<file path="config.mk">
export PLATFORM = sky130hd
export DESIGN_NAME = jtkiwi_scan
export DESIGN_NICKNAME = d
export VERILOG_FILES = /design/src/rtl/jtkiwi_pkg.sv /design/src/rtl/jtkiwi_scan_fetch.sv /design/src/rtl/jtkiwi_scan.sv
export SDC_FILE = /design/constraint.sdc
export NUM_CORES = 1
export LEC_CHECK = 0
export ABC_AREA = 1
export CAP_MARGIN = 10
export CORE_MARGIN = 2
export CORE_UTILIZATION = 47
export DETAILED_ROUTE_END_ITERATION = 16
export HOLD_SLACK_MARGIN = 0.1
export PLACE_DENSITY = 0.77
export SLEW_MARGIN = 25
export SYNTH_ARGS = -nofsm -noshare
export SYNTH_HDL_FRONTEND = slang
export SYNTH_SLANG_ARGS = --single-unit
</file>
<file path="constraint.sdc">
create_clock -name clk -period 1.54 [get_ports clk]
set_clock_uncertainty 0.15 [all_clocks]
set_input_delay 0.462 -clock clk [delete_from_list [all_inputs] [get_ports clk]]
set_output_delay 0.462 -clock clk [all_outputs]
set_load 0.02 [all_outputs]
</file>
<file path="src/rtl/jtkiwi_pkg.sv">
// rtl/jtkiwi_pkg.sv - shared types and constants for the SETA tile-map scanner
// Contents: scanner state enum, tile/map geometry, attr flip bit positions,
// and the VRAM word-address packing helper.
package jtkiwi_pkg;

  typedef enum logic [2:0] {
    IDLE,
    RDCODE,
    RDATTR,
    ISSUE,
    HOLD
  } scan_state_t;

  localparam int TILE_W     = 16;
  localparam int MAP_COLS   = 32;
  localparam int MAP_ROWS   = 16;
  localparam int ATTR_HFLIP = 15;
  localparam int ATTR_VFLIP = 14;

  localparam int COL_W = $clog2(MAP_COLS);
  localparam int ROW_W = $clog2(MAP_ROWS);

  // Tile-map VRAM word address: {row, col, sel}, sel=0 code, sel=1 attr
  function automatic logic [9:0] tile_addr(input logic [ROW_W-1:0] row,
                                           input logic [COL_W-1:0] col,
                                           input logic             sel);
    return {row, col, sel};
  endfunction

endpackage

</file>
<file path="src/rtl/jtkiwi_scan_fetch.sv">
// rtl/jtkiwi_scan_fetch.sv - VRAM read request and staging registers
// Ports:
//   clk, rst              clock, asynchronous active-low reset
//   req, req_addr         start a read at req_addr (wins over abort)
//   abort                 drop an outstanding read
//   vram_ok, vram_data    read handshake from VRAM
//   vram_cs, vram_addr    read request to VRAM; address frozen while cs=1
//   rd_ok                 the outstanding read completes this cycle
//   code_stage/attr_stage latest code/attr words, routed by address bit 0
module jtkiwi_scan_fetch (
  input  logic        clk,
  input  logic        rst,
  input  logic        req,
  input  logic [9:0]  req_addr,
  input  logic        abort,
  input  logic        vram_ok,
  input  logic [15:0] vram_data,
  output logic        vram_cs,
  output logic [9:0]  vram_addr,
  output logic        rd_ok,
  output logic [15:0] code_stage,
  output logic [15:0] attr_stage
);

  // vram_ok outside an active request is ignored
  assign rd_ok = vram_cs & vram_ok;

  always_ff @(posedge clk or negedge rst) begin
    if (!rst) begin
      vram_cs    <= 1'b0;
      vram_addr  <= 10'd0;
      code_stage <= 16'd0;
      attr_stage <= 16'd0;
    end else begin
      if (rd_ok) begin
        if (vram_addr[0]) attr_stage <= vram_data;
        else              code_stage <= vram_data;
        vram_cs <= 1'b0;
      end
      if (abort) vram_cs <= 1'b0;
      if (req) begin
        vram_cs   <= 1'b1;
        vram_addr <= req_addr;
      end
    end
  end

endmodule

</file>
<file path="src/rtl/jtkiwi_scan.sv">
// rtl/jtkiwi_scan.sv - tile-map scanner issuing per-column draw commands
// Optional feature macro: JTKIWI_FLIP_EN (screen flip; flip is ignored without it)
// Ports:
//   clk, rst                pixel clock, asynchronous active-low reset
//   hs                      line-start strobe, rising edge starts a line
//   vrender, scrx, scry     next line number, X/Y scroll
//   flip                    screen flip
//   vram_addr/cs/ok/data    tile-map VRAM read port
//   draw, busy              draw command / drawer busy handshake
//   code, attr, xpos, ysub  tile parameters, stable while the drawer is busy
//   done                    all columns of the current line issued
module jtkiwi_scan
  import jtkiwi_pkg::*;
#(
  parameter int NCOLS = 17
) (
  input  logic        clk,
  input  logic        rst,
  input  logic        hs,
  input  logic [7:0]  vrender,
  input  logic [8:0]  scrx,
  input  logic [7:0]  scry,
  input  logic        flip,
  output logic [9:0]  vram_addr,
  output logic        vram_cs,
  input  logic        vram_ok,
  input  logic [15:0] vram_data,
  output logic        draw,
  input  logic        busy,
  output logic [15:0] code,
  output logic [15:0] attr,
  output logic [8:0]  xpos,
  output logic [3:0]  ysub,
  output logic        done
);

  scan_state_t st;
  logic        hs_q;
  logic [3:0]  row;
  logic [4:0]  col0;
  logic [3:0]  fine;
  logic [3:0]  ysub_l;
  logic [4:0]  cnt;
  logic        hold_first;

  logic        hs_rise;
  logic [7:0]  ypos_n;
  logic [4:0]  col_cur;
  logic [8:0]  xbase;
  logic [8:0]  xnext;
  logic [15:0] attr_mask;
  logic        flip_eff;

  logic        req;
  logic        abort;
  logic [9:0]  req_addr;
  logic        rd_ok;
  logic [15:0] code_stage;
  logic [15:0] attr_stage;

`ifdef JTKIWI_FLIP_EN
  logic flip_l;
  assign flip_eff = flip_l;
`else
  logic unused_flip;
  assign unused_flip = flip;
  assign flip_eff    = 1'b0;
`endif

  assign hs_rise = hs & ~hs_q;
  assign col_cur = col0 + cnt;
  assign xbase   = 9'(cnt) * 9'(TILE_W) - {5'd0, fine};
  assign xnext   = flip_eff ? 9'd496 - xbase : xbase;
  assign attr_mask = flip_eff ? (16'd1 << ATTR_HFLIP) | (16'd1 << ATTR_VFLIP) : 16'd0;

  always_comb begin
    ypos_n = vrender + scry;
`ifdef JTKIWI_FLIP_EN
    if (flip) ypos_n = ~ypos_n;
`endif
  end

  // Read requests. From IDLE the first code read starts on the hs edge itself;
  // a mid-scan hs first drops the outstanding read so the address never moves
  // under an active cs. Between two reads cs is always low for one cycle.
  always_comb begin
    req      = 1'b0;
    abort    = 1'b0;
    req_addr = tile_addr(row, col_cur, 1'b0);
    if (hs_rise) begin
      if (st == IDLE) begin
        req      = 1'b1;
        req_addr = tile_addr(ypos_n[7:4], scrx[8:4], 1'b0);
      end else begin
        abort = 1'b1;
      end
    end else begin
      case (st)
        RDCODE: req = !vram_cs;
        RDATTR: begin
          req      = !vram_cs;
          req_addr = tile_addr(row, col_cur, 1'b1);
        end
        default: req = 1'b0;
      endcase
    end
  end

  jtkiwi_scan_fetch u_fetch (
    .clk        (clk),
    .rst        (rst),
    .req        (req),
    .req_addr   (req_addr),
    .abort      (abort),
    .vram_ok    (vram_ok),
    .vram_data  (vram_data),
    .vram_cs    (vram_cs),
    .vram_addr  (vram_addr),
    .rd_ok      (rd_ok),
    .code_stage (code_stage),
    .attr_stage (attr_stage)
  );

  // Drawer-facing outputs change only in ISSUE, and ISSUE only proceeds with
  // busy low, so a restart never disturbs a tile being drawn.
  always_ff @(posedge clk or negedge rst) begin
    if (!rst) begin
      st         <= IDLE;
      hs_q       <= 1'b0;
      row        <= 4'd0;
      col0       <= 5'd0;
      fine       <= 4'd0;
      ysub_l     <= 4'd0;
      cnt        <= 5'd0;
      hold_first <= 1'b0;
      draw       <= 1'b0;
      code       <= 16'd0;
      attr       <= 16'd0;
      xpos       <= 9'd0;
      ysub       <= 4'd0;
      done       <= 1'b0;
`ifdef JTKIWI_FLIP_EN
      flip_l     <= 1'b0;
`endif
    end else begin
      hs_q <= hs;
      draw <= 1'b0;
      if (hs_rise) begin
        row        <= ypos_n[7:4];
        ysub_l     <= ypos_n[3:0];
        col0       <= scrx[8:4];
        fine       <= scrx[3:0];
        cnt        <= 5'd0;
        done       <= 1'b0;
        hold_first <= 1'b0;
        st         <= RDCODE;
`ifdef JTKIWI_FLIP_EN
        flip_l     <= flip;
`endif
      end else begin
        case (st)
          IDLE: st <= IDLE;
          RDCODE: if (rd_ok) st <= RDATTR;
          RDATTR: if (rd_ok) st <= ISSUE;
          ISSUE: if (!busy) begin
            code       <= code_stage;
            attr       <= attr_stage ^ attr_mask;
            xpos       <= xnext;
            ysub       <= ysub_l;
            draw       <= 1'b1;
            hold_first <= 1'b1;
            st         <= HOLD;
          end
          HOLD: begin
            // busy is not yet valid on the cycle right after draw
            if (hold_first) begin
              hold_first <= 1'b0;
            end else if (!busy) begin
              cnt <= cnt + 5'd1;
              if (cnt == 5'(NCOLS - 1)) begin
                done <= 1'b1;
                st   <= IDLE;
              end else begin
                st <= RDCODE;
              end
            end
          end
          default: st <= IDLE;
        endcase
      end
    end
  end

endmodule

</file>
# == Word level (Yosys, flattened, before mapping) ==
# Index checks and enable logic that the tools add are counted.
# totals
regBits,117
in_bits,47
output_inout_bits,58
elab_cells,88
# classes
n_addsub,4
eq_ne,12
muxes,34
bitwise,6
reduce_logical,14
# ops
cell,count
two-way mux 1 bit,20
two-way mux 10 bit,2
two-way mux 5 bit,4
two-way mux 3 bit,6
!= test 3 bit (second input constant),5
one-hot mux 3 bit (4 select lines),1
subtractor 9 x 4 -> 9 bit,1
adder 8 bit,1
== test 3 x 2 -> 1 bit (second input constant),2
AND reduction 2 bit,3
AND reduction 3 bit,2
nonzero test 3 bit,2
adder 5 x 1 -> 5 bit (second input constant),1
adder 5 bit,1
== test 5 bit (second input constant),1
AND reduction 5 bit,1
!= test 2 x 1 -> 1 bit (second input constant),2
inverter 1 bit,4
AND reduction 4 bit,1
nonzero test 2 bit,2
== test 3 x 1 -> 1 bit (second input constant),1
== test 3 bit (second input constant),1
logical NOT 3 bit,1
bitwise AND 1 bit,2
other kinds (3),3

# == Longest topological paths before layout ==
# Gate-level depths: netlist of the first run.
# depth
ltp_word,6
depth_mapped,9

# == Hierarchy ==
# From an unflattened synthesis of the first run, not the netlist that was laid out.
# unflattened
cells_unflattened,657
area_unflattened_um2,5497.8
# by_module_without_submodules
module,instances,cells_each,area_per_inst_um2
jtkiwi_scan,1,466,3683.5
jtkiwi_scan_fetch,1,191,1814.2

# == Worst setup path before layout of the first run ==
# OpenSTA, ideal clock, no wires.
# synth_timing
path_kind,in2reg
startpoint,input port vrender[0]
endpoint,register u_fetch.vram_addr[8]
setup_time_ns,0.117
arrival_ns,1.435
t_required_ns,1.273
path_slack_ns,-0.162
path_stages,9
path_cell_list,ha_1 -> inv_1 -> fa_1 -> inv_1 -> nand3_1 -> nand3_1 -> nand2_1 -> nand3_1 -> nand2_1
# synth_via
elab_chain_len,3
# synth_lines
element,line,rtl
"start, declared",jtkiwi_scan.sv:20,"input logic [7:0] vrender,"
adder 8 bit,jtkiwi_scan.sv:77,ypos_n = vrender + scry;
two-way mux 10 bit,jtkiwi_scan.sv:91,if (st == IDLE) begin
two-way mux 10 bit,jtkiwi_scan.sv:90,if (hs_rise) begin
"end signal, assigned",jtkiwi_scan_fetch.sv:43,vram_addr <= req_addr;
"end, declared",jtkiwi_scan_fetch.sv:19,"output logic [9:0] vram_addr,"
# Every way passes these cells.
# A chain may end at the register's enable or synchronous reset.

# == Worst setup path after layout of the first run ==
# layout_timing
startpoint,register cnt[0]
endpoint,register u_fetch.vram_addr[5]
# layout_via
elab_chain_len,3
# layout_lines
element,line,rtl
"start, declared",jtkiwi_scan.sv:43,logic [4:0] cnt;
"start signal, assigned",jtkiwi_scan.sv:179,cnt <= cnt + 5'd1;
adder 5 bit *,jtkiwi_scan.sv:71,assign col_cur = col0 + cnt;
two-way mux 10 bit,jtkiwi_scan.sv:91,
two-way mux 10 bit *,jtkiwi_scan.sv:90,
# Every way passes the cells marked *; elsewhere a longest branch is shown, timed or not.

==> metrics.cfg, run 1 <==
[detailed_routing]
routedWlPerCell_um=15.1
dr.pass1.iters=6
drt-initial-drc-count=290
routed_wl_mm=15.0
postRouteAntennaNets=0
num_vias=5026
via_per_inst=5.08
drc=0

[power_and_ir_drop]
power_leakage_nw=4.45
p_per_area_nw_per_um2=1920
peakVddDrop_mv=1.21
total_power_w=0.0160

[timing]
tightest_slew_ns=0.306
maxSlewViolCount=0
relSlewSlack_pct=79.6
max_freq_mhz=581
period_minus_slack_ns=1.72
finalSetupViolations=64
rsz0062_at_grt=yes
final.setup.tns_ns=-8.17
post-route-period-util_pct=112
final_hold_viol_count=0
setup_ws_ns=-0.180

[critical_path]
r2r_slack_ns=-0.18
max_stage_delay_ns=0.38
path_cells=ha_2 -> inv_2 -> fa_2 -> nand3b_1 -> nand2_1 -> xor2_1 -> nand2_1 -> nand3_1
path_delay_family=adder cells
setup.worst_path.start_class=flop
crit_path_frequent_cell=nand2_1
cp_slowest_cell=dfrtp_1
arrival_ns=2.03
crit_type=flop to flop
end_kind=flop
required_ns=1.85
cp_max_fo=2
path_buf_inv=1

[cts]
clk_path_buf_depth=2
clkLatencyLatePin_ns=0.53
cts_root_buf=clkbuf_8
cts.clk_slew.worst_paths_ns=0.06
cts_tree=built
cts_max_level=4
numCtsBuffers=17
cts_num_sinks=117

[synth]
synth.ff_latch_count=117
ys_types=24
synth_seq_area_share_pct=55.7
synth_edf_count=0
ys_warn_count=0
ys.flop_type=dfrtp_1
ys_async_sr_fraction_pct=100
netlist_top_cells_count=nand2_1, dfrtp_1, inv_1
syn_nets=693
netlist_area_um2=5260
synth_top_area_share_pct=55.7
synth.avg_cell_area_um2=8.36
synth.most_common_cell=nand2_1
synth_top_area_cell=dfrtp_1
synthCells=629
synth_area_leaders=dfrtp_1, nand2_1, o21ai_0

[placement]
placedCellCount=900
dpl_cell_area_um2=6880
dpl_worst_slack_ns=-0.708
hpwl_mm=9.34
place.gp.congestion=0.840
port_buffers=103

[final_layout]
instances_no_fill=990
drive_gt1_share_pct=29.8
antennaDiodeCount=0
area_delta_synth_final_pct=58.6
final_area_um2=8340
fin_nets=901

[global_route]
grt_antenna_before_repair=0
grt_overflow=0
grt_first_pass_wirelength_mm=22.5
grt_pass1_vias=4984
grt_use_total_pct=24.4
grt_max_degree=50

[hold_path]
hold_class=primary input to flop

[floorplan]
initial_utilization_pct=48.3
dieArea_um2=12100
die_height_um=110
fp.dieW_um=110
io_pins=105
design.core.area_um2=10900
rows=38

[flow_run]
drv_cap=0

[run_status]
violations=negative setup slack
status=finished with violations

worst register-to-register path: cells and delay by family, from the launching register on:
family,cells,cell delay [ns]
flops,1,0.38
xor+xnor,1,0.15
simple gates,4,0.41
buf+inv,1,0.04
fa+ha+maj,2,0.53
worst paths after layout:
check | cells past startpoint | start | end
worst min-delay path | 1 | hs | hs_q$_DFF_PN0_
worst min register to register | 2 | u_fetch.attr_stage[13]$_DFFE_PN0P_ | attr[13]$_DFFE_PN0P_
worst max register to register | 8 | cnt[0]$_DFFE_PN0P_ | u_fetch.vram_addr[5]$_DFFE_PN0P_
worst max-delay path | 8 | cnt[0]$_DFFE_PN0P_ | u_fetch.vram_addr[5]$_DFFE_PN0P_
max in group asynchronous | 3 | rst | st[0]$_DFFE_PN0P_
min in group asynchronous | 3 | rst | u_fetch.vram_addr[9]$_DFFE_PN0P_
layout make-up:
type | instances | area, um2
clock inverter | 12 | 143
timing repair buffer | 210 | 2140
sequential | 117 | 2930
inverter | 63 | 249
clock buffer | 20 | 445
multi-input combinational | 428 | 2260
tap | 140 | 175
fill | 697 | 2540
placed cells by master (no fill, tap or decap), drive strengths merged, types with 15 or more instances in the layout:
| cell | synthesis | final |
|---|---|---|
| buf | 6 | 162 |
| inv | 62 | 67 |
| nor2 | 22 | 22 |
| nand3 | 45 | 45 |
| o21ai | 55 | 55 |
| nand2 | 257 | 257 |
| clkbuf | 15 | 23 |
| ha | 15 | 15 |
| dfrtp | 117 | 117 |
| clkdlybuf4s50 | 0 | 30 |
timing repair:
action,CTS,global route
cloned,1,4
endpoints found under the hold margin,117,0
endpoints found under the setup margin,99,123
pin swaps,13,18
resized for setup,369,59
setup buffers,26,29
hold buffers,1,0
cell families (layout without fill, tap and decap cells):
| family | count (synthesis) | after routing | synth area share [%] |
|---|---|---|---|
| fa+ha+maj | 17 | 17 | 4.33 |
| flops | 117 | 117 | 55.7 |
| compound gates | 65 | 65 | 6.31 |
| buf+inv | 84 | 305 | 6.14 |
| simple gates | 338 | 338 | 26.2 |
| xor+xnor | 8 | 8 | 1.33 |
where the power goes:
part           internal, W  switching (W)  total [W]
registers          0.00432       0.000918    0.00524
clock network      0.00242        0.00147    0.00389
logic              0.00352        0.00335    0.00687
through the flow:
step | hold WS [ns] | utilization (%)
4_1_cts | 0.127 | 71.9
6_report | 0.145 | 76.6
3_3_place_gp | 0.306 | 63.2
2_1_floorplan | 0.0164 | -
3_5_place_dp | 0.309 | 63.2
5_1_grt | 0.139 | 76.6
state kept, by name (all words and copies together) (netlist names), 4 cells and up:
| name | flops |
|---|---|
| attr | 16 |
| cnt | 5 |
| code | 16 |
| col0 | 5 |
| fine | 4 |
| row | 4 |
| u_fetch.attr_stage | 16 |
| u_fetch.code_stage | 16 |
| u_fetch.vram_addr | 10 |
| xpos | 9 |
| ysub | 4 |
| ysub_l | 4 |
per-layer routing:
layer | up-vias | share of wire (%) | track usage (%)
met2 | 154 | 51 | 41.6
met1 | 2426 | 41 | 29.1
met5 | - | 0 | 0
met4 | 0 | 3.4 | 12.4
met3 | 46 | 4.8 | 5.45
li1 | 2400 | - | -
Power figures use the tool's default switching activity.
==> inputs of run 2 (changes only) <==
--- a/config.mk
+++ b/config.mk
@@ -12,6 +12,7 @@
 export DETAILED_ROUTE_END_ITERATION = 16
 export HOLD_SLACK_MARGIN = 0.1
 export PLACE_DENSITY = 0.77
+export SETUP_SLACK_MARGIN = 0.5
 export SLEW_MARGIN = 25
 export SYNTH_ARGS = -nofsm -noshare
 export SYNTH_HDL_FRONTEND = slang
==> metrics.cfg, run 2 <==
[run_status]
status=stopped before the end
haltStage=global routing
stop_error=[ERROR GRT-0232] Routing congestion too high. Check the congestion heatmap in the GUI.

[synth]
synth_adder_area_share_pct=4.33
ys.flop_type=dfrtp_1
ys_types=24
synth.avg_cell_area_um2=8.36
synth_compound_area_share_pct=6.31
synth.most_common_cell=nand2_1
synth_edf_count=0
synth_seq_area_share_pct=55.7
synth_xor_area_share_pct=1.33
ys_warn_count=0
synth_top_family_by_area=simple AND/OR/NAND/NOR gates
yosys.area_share.simple_pct=26.2
yosys-mux-area-fraction_pct=0
synth_area_leaders=dfrtp_1, nand2_1, o21ai_0
netlist_top_cells_count=nand2_1, dfrtp_1, inv_1
ys_async_sr_fraction_pct=100
syn_nets=693
netlist_area_um2=5260
synth_top_area_share_pct=55.7
synthCells=629
synth.ff_latch_count=117
synth_top_area_cell=dfrtp_1

[placement]
hpwl_mm=8.97
dpl_cell_area_um2=7030
place.gp.congestion=0.907
port_buffers=103
dpl_worst_slack_ns=-0.672

[cts]
cts_root_buf=clkbuf_8
cts_num_sinks=117
cts_max_level=4
numCtsBuffers=17
clk_path_buf_depth=2

[floorplan]
io_pins=105
die_height_um=110
rows=38
initial_utilization_pct=48.3
fp.dieW_um=110

[timing]
endpoint_type=sequential cell input
grt_repair_worst_endpoint=u_fetch.vram_addr[5]$_DFFE_PN0P_/D

[global_route]
grt_antenna_before_repair=2
grt_overflow=4
grt_max_degree=80
grt_use_total_pct=67.1

==> run 2: metrics by stage <==
step | TNS [ns] | hold slack, ns | cells
2_1_floorplan | -0.262 | 0.0164 | 629
3_3_place_gp | -48.97 | 0.303 | 899
3_5_place_dp | -51.84 | 0.308 | 899
4_1_cts | -10.71 | 0.114 | 1001
==> run 2: cells by family after synthesis <==
family,after synthesis
AO/OA/AOI/OAI,65
buffers and inverters,84
adder cells (fa/ha/maj),17
AND/OR/NAND/NOR,338
XOR/XNOR,8
flip-flops,117
==> run 2: timing repair <==
action,in CTS
setup buffers,50
gates resized for setup,580
gates cloned,19
setup endpoints to repair,174
hold buffers,1
pin swaps,55
hold endpoints to repair,117
==> run 2: routing by layer <==
layer / overflow / global-route usage (%)
met1: 0 / 66.6
met2: 2 / 83.9
met3: 0 / 53.3
met4: 2 / 63.9
met5: 0 / 22.3
==> inputs of run 3 (changes only) <==
--- a/config.mk
+++ b/config.mk
@@ -8,11 +8,9 @@
 export ABC_AREA = 1
 export CAP_MARGIN = 10
 export CORE_MARGIN = 2
-export CORE_UTILIZATION = 47
+export CORE_UTILIZATION = 35
 export DETAILED_ROUTE_END_ITERATION = 16
-export HOLD_SLACK_MARGIN = 0.1
-export PLACE_DENSITY = 0.77
-export SETUP_SLACK_MARGIN = 0.5
+export PLACE_DENSITY_LB_ADDON = 0.15
 export SLEW_MARGIN = 25
 export SYNTH_ARGS = -nofsm -noshare
 export SYNTH_HDL_FRONTEND = slang
==> constraint.sdc (replaced) <==
create_clock -name clk -period 2 [get_ports clk]
set_clock_uncertainty 0.15 [all_clocks]
set_input_delay 0.6 -clock clk [delete_from_list [all_inputs] [get_ports clk]]
set_output_delay 0.6 -clock clk [all_outputs]
set_load 0.02 [all_outputs]
==> metrics.cfg, run 3 (synthesis results as in run 1) <==
[run_status]
status=complete, no violations

[cts]
cts_root_buf=clkbuf_16
numCtsBuffers=17
cts_tree=built
cts_setup_buffers=0
cts_num_sinks=117
cts.clk_slew.worst_paths_ns=0.06
cts_max_level=4
clk_path_buf_depth=2
clkLatencyLatePin_ns=0.41

[timing]
relSlewSlack_pct=75.3
max_freq_mhz=520
post-route-period-util_pct=96.2
tightest_slew_ns=0.371
finalSetupViolations=0
final_hold_viol_count=0
setup_ws_ns=0.0766
period_minus_slack_ns=1.92
holdWs_ns=0.313
final.setup.tns_ns=0
maxSlewViolCount=0

[critical_path]
required_ns=2.20
max_stage_delay_ns=0.50
cp_slowest_cell=clkdlybuf4s50_1
setup.worst_path.start_class=primary input
path_buf_inv=4
end_kind=flop
crit_type=primary input to flop
cp_max_fo=3
path_cells=clkdlybuf4s50_1 -> ha_4 -> inv_2 -> fa_2 -> inv_2 -> buf_4 -> nand2_1 -> nand4_1 -> nand3_1 -> nand3_1
arrival_ns=2.12
path_delay_family=buffers and inverters

[global_route]
grt_pass1_vias=4354
grt_max_degree=50
grt_first_pass_wirelength_mm=21.4
grt_use_total_pct=16.6
grt_antenna_before_repair=0
grt_overflow=0

[detailed_routing]
dr.pass1.iters=6
postRouteAntennaNets=0
via_per_inst=4.66
drc=0
drt-initial-drc-count=190
routedWlPerCell_um=12.9
routed_wl_mm=12.4
num_vias=4471

[final_layout]
area_delta_synth_final_pct=39.2
layout_common_cells=nand2_1, dfrtp_1, inv_1, dlygate4sd2_1, o21ai_0
fill_cells=1411
layout_commonest_cell=nand2_1
antennaDiodeCount=0
drive_gt1_share_pct=10.2
fin_nets=827
final_area_um2=7320

[placement]
dpl_worst_slack_ns=-0.441
dpl_cell_area_um2=6770
place.gp.congestion=0.864
hpwl_mm=8.99
port_buffers=103

[floorplan]
rows=44
io_pins=105
initial_utilization_pct=36.0
die_height_um=127
design.core.area_um2=14600
dieArea_um2=16000
fp.dieW_um=127

[flow_run]
drv_cap=0

[hold_path]
hold_class=flop to flop

[power_and_ir_drop]
peakVddDrop_mv=0.671
p_per_area_nw_per_um2=1400
total_power_w=0.0103
power_leakage_nw=3.94

run 3: layout make-up:
class                           instances  area (um2)  area share [%]
Sequential cell                       117        2930            40.0
Multi-Input combinational cell        428        2050            28.0
Timing Repair Buffer                  136        1310            17.9
Clock buffer                           17         425            5.81
Inverter                               63         236            3.23
Tap cell                              184         230            3.14
Clock inverter                         15         145            1.98
run 3: power by group:
group / leakage (nW) / internal, W / switching, W
Combinational: 2.19 / 0.00141 / 0.00211
Clock: 0.266 / 0.00174 / 0.00115
Sequential: 1.48 / 0.00332 / 0.000548
Total: 3.94 / 0.00647 / 0.00380
run 3: path summary, 6_finish.rpt:
check,depth (start not counted),from,slack [ns],endpoint
setup / recovery,10,vrender[0],0.08,u_fetch.vram_addr[6]$_DFFE_PN0P_
hold / removal,2,attr[2]$_DFFE_PN0P_,0.31,attr[2]$_DFFE_PN0P_
setup reg to reg,8,cnt[0]$_DFFE_PN0P_,0.13,u_fetch.vram_addr[5]$_DFFE_PN0P_
hold reg to reg,2,attr[2]$_DFFE_PN0P_,0.31,attr[2]$_DFFE_PN0P_
max in group asynchronous,3,rst,0.61,code[11]$_DFFE_PN0P_
min in group asynchronous,2,rst,0.49,u_fetch.vram_addr[5]$_DFFE_PN0P_
run 3: per-stage QoR:
| step | utilization, % | std cells |
|---|---|---|
| after floorplan | - | 629 |
| after global placement | 46.4 | 927 |
| after detailed placement | 46.4 | 927 |
| after CTS | 49.9 | 960 |
| after global routing | 50.2 | 960 |
| final | 50.2 | 960 |
run 3: what timing repair did:
item | 4_1_cts | 5_1_grt
hold buffers | 1 | 0
gates cloned | 0 | 0
setup endpoints to repair | 60 | 12
hold endpoints to repair | 23 | 0
pin swaps | 0 | 3
resized for setup | 59 | 12
run 3: worst min-delay path: cells and delay by family (launching register included):
family,cells,cell delay [ns]
and+or+nand+nor,2,0.09
DFF,1,0.34
run 3: routing by layer:
layer  GRT usage (%)  vias up  share of wire, %  wire length (um)
met1            23.3     2107                49              6100
li1                -     2267                 -                 -
met5               0        -                 0                 0
met3            4.01       11               3.7               460
met4            5.37        0               1.4               172
met2            25.5       86                45              5620
==> inputs of run 4 (changes only) <==
--- a/config.mk
+++ b/config.mk
@@ -7,11 +7,11 @@
 export LEC_CHECK = 0
 export ABC_AREA = 1
 export CAP_MARGIN = 10
-export CORE_MARGIN = 2
+export CORE_ASPECT_RATIO = 0.5
 export CORE_UTILIZATION = 35
 export DETAILED_ROUTE_END_ITERATION = 16
 export PLACE_DENSITY_LB_ADDON = 0.15
-export SLEW_MARGIN = 25
+export SLEW_MARGIN = 10
 export SYNTH_ARGS = -nofsm -noshare
 export SYNTH_HDL_FRONTEND = slang
 export SYNTH_SLANG_ARGS = --single-unit
==> metrics.cfg, run 4 (synthesis results as in run 1) <==
[detailed_routing]
top_layer=met4
routed-wl-met2_mm=5.65
drt-met1-wl_mm=5.95
routed_wl_mm=12.2
dr_wl_met3_um=447
via_per_inst=4.49
postRouteAntennaNets=0
dr.pass1.iters=5
drt-initial-drc-count=219
routedWlPerCell_um=12.5
drc=0
num_vias=4381

[final_layout]
drive_gt1_share_pct=10.2
antennaDiodeCount=0
area_delta_synth_final_pct=40.4
layout_common_cells=nand2_1, dfrtp_1, inv_1, dlygate4sd2_1, o21ai_0
fin_nets=829
layout_commonest_cell=nand2_1
final_area_um2=7380

[timing]
holdWs_ns=0.314
rsz0062_at_grt=no
finalSetupViolations=0
final_hold_viol_count=0
tightest_slew_ns=0.355
max_freq_mhz=530
maxSlewViolCount=0
relSlewSlack_pct=76.3
post-route-period-util_pct=94.4
period_minus_slack_ns=1.89

[hold_path]
hold_path_end=code[7]$_DFFE_PN0P_
hold_class=flop to flop
hold_depth=2
min_from=code[7]$_DFFE_PN0P_

[cts]
cts_setup_buffers=0
clkLatencyLatePin_ns=0.41
cts_root_buf=clkbuf_16
cts_tree=built
cts.clk_slew.worst_paths_ns=0.06
cts_max_level=4
clk_path_buf_depth=2
cts_num_sinks=117
numCtsBuffers=17

[critical_path]
crit_type=flop to output port
cp_max_fo=4
r2r_end=u_fetch.vram_addr[5]$_DFFE_PN0P_
r2r-start=cnt[0]$_DFFE_PN0P_
r2r_slack_ns=0.18
end_kind=output port
path_cells=dlygate4sd2_1
required_ns=1.25
arrival_ns=1.14
r2r_cells=8
path_delay_family=flip-flops
path_buf_inv=1
max_stage_delay_ns=0.40
cp_slowest_cell=dfrtp_1
setup.worst_path.start_class=flop

[floorplan]
die_height_um=88.7
dieArea_um2=15500
fp.dieW_um=175
initial_utilization_pct=36.1
rows=31
io_pins=105
design.core.area_um2=14600

[flow_run]
drv_cap=0

[global_route]
grt_use_total_pct=17.3
grt_pass1_vias=4277
grt_antenna_before_repair=0
grt_first_pass_wirelength_mm=20.9
grt_overflow=0
grt_max_degree=33

[placement]
dpl_cell_area_um2=6820
hpwl_mm=8.76
port_buffers=103
place.gp.congestion=0.864

[power_and_ir_drop]
power_leakage_nw=3.98
total_power_w=0.0105
p_per_area_nw_per_um2=1420
peakVddDrop_mv=0.648

[run_status]
status=complete, no violations

==> run 4: worst reg2reg max path: cells and delay by family (launching register included) <==
family        cells  cell delay, ns
xor+xnor          1            0.14
fa+ha+maj         2            0.60
buf+inv           1            0.06
flops             1            0.42
simple gates      4            0.39
==> run 4: worst max path at each step <==
| stage | startpoint | endpoint | slack, ns | depth (start not counted) |
|---|---|---|---|---|
| floorplan | vrender[0] | u_fetch.vram_addr[8]$_DFFE_PN0P_ | 0.16 | 9 |
| global placement | vrender[0] | u_fetch.vram_addr[8]$_DFFE_PN0P_ | -0.39 | 10 |
| detailed placement | vrender[0] | u_fetch.vram_addr[8]$_DFFE_PN0P_ | -0.42 | 10 |
| CTS | vrender[0] | u_fetch.vram_addr[8]$_DFFE_PN0P_ | 0.02 | 10 |
| global route | vrender[5] | u_fetch.vram_addr[9]$_DFFE_PN0P_ | 0.02 | 8 |
| finish | u_fetch.vram_cs$_DFFE_PN0P_ | vram_cs | 0.11 | 1 |
==> run 4: area by class of cell <==
class                   instances  area (um2)
clock inverters                15         180
multi-input cells             428        2020
well taps                     198         248
fillers                      1426        7200
clock buffers                  17         425
inverters                      63         236
flip-flops and latches        117        2930
repair buffers                138        1340
==> run 4: routing by layer <==
layer	vias up	global-route usage, %
met3	11	3.95
met5	-	0
met4	0	4.98
li1	2265	-
met2	86	29.8
met1	2019	22.1
==> run 4: repair_timing <==
action / in CTS / in global routing
hold buffers: 1 / 0
resized for setup: 58 / 11
gates cloned: 0 / 0
endpoints found under the setup margin: 58 / 9
hold endpoints to repair: 19 / 0
pin swaps: 0 / 4
==> run 4: power breakdown <==
part	switching, W	internal (W)	total (W)
clock network	0.00114	0.00197	0.00311
logic	0.00208	0.00140	0.00348
registers	0.000547	0.00332	0.00387
total	0.00376	0.00669	0.0105
==> run 4: stage by stage <==
step / instances / utilization [%] / TNS, ns / setup WS, ns
4_1_cts: 976 / 50.5 / 0 / 0.0225
2_1_floorplan: 629 / - / 0 / 0.160
3_3_place_gp: 943 / 46.7 / -13.44 / -0.392
6_report: 976 / 50.6 / 0 / 0.113
5_1_grt: 976 / 50.6 / 0 / 0.0211
3_5_place_dp: 943 / 46.7 / -14.48 / -0.416
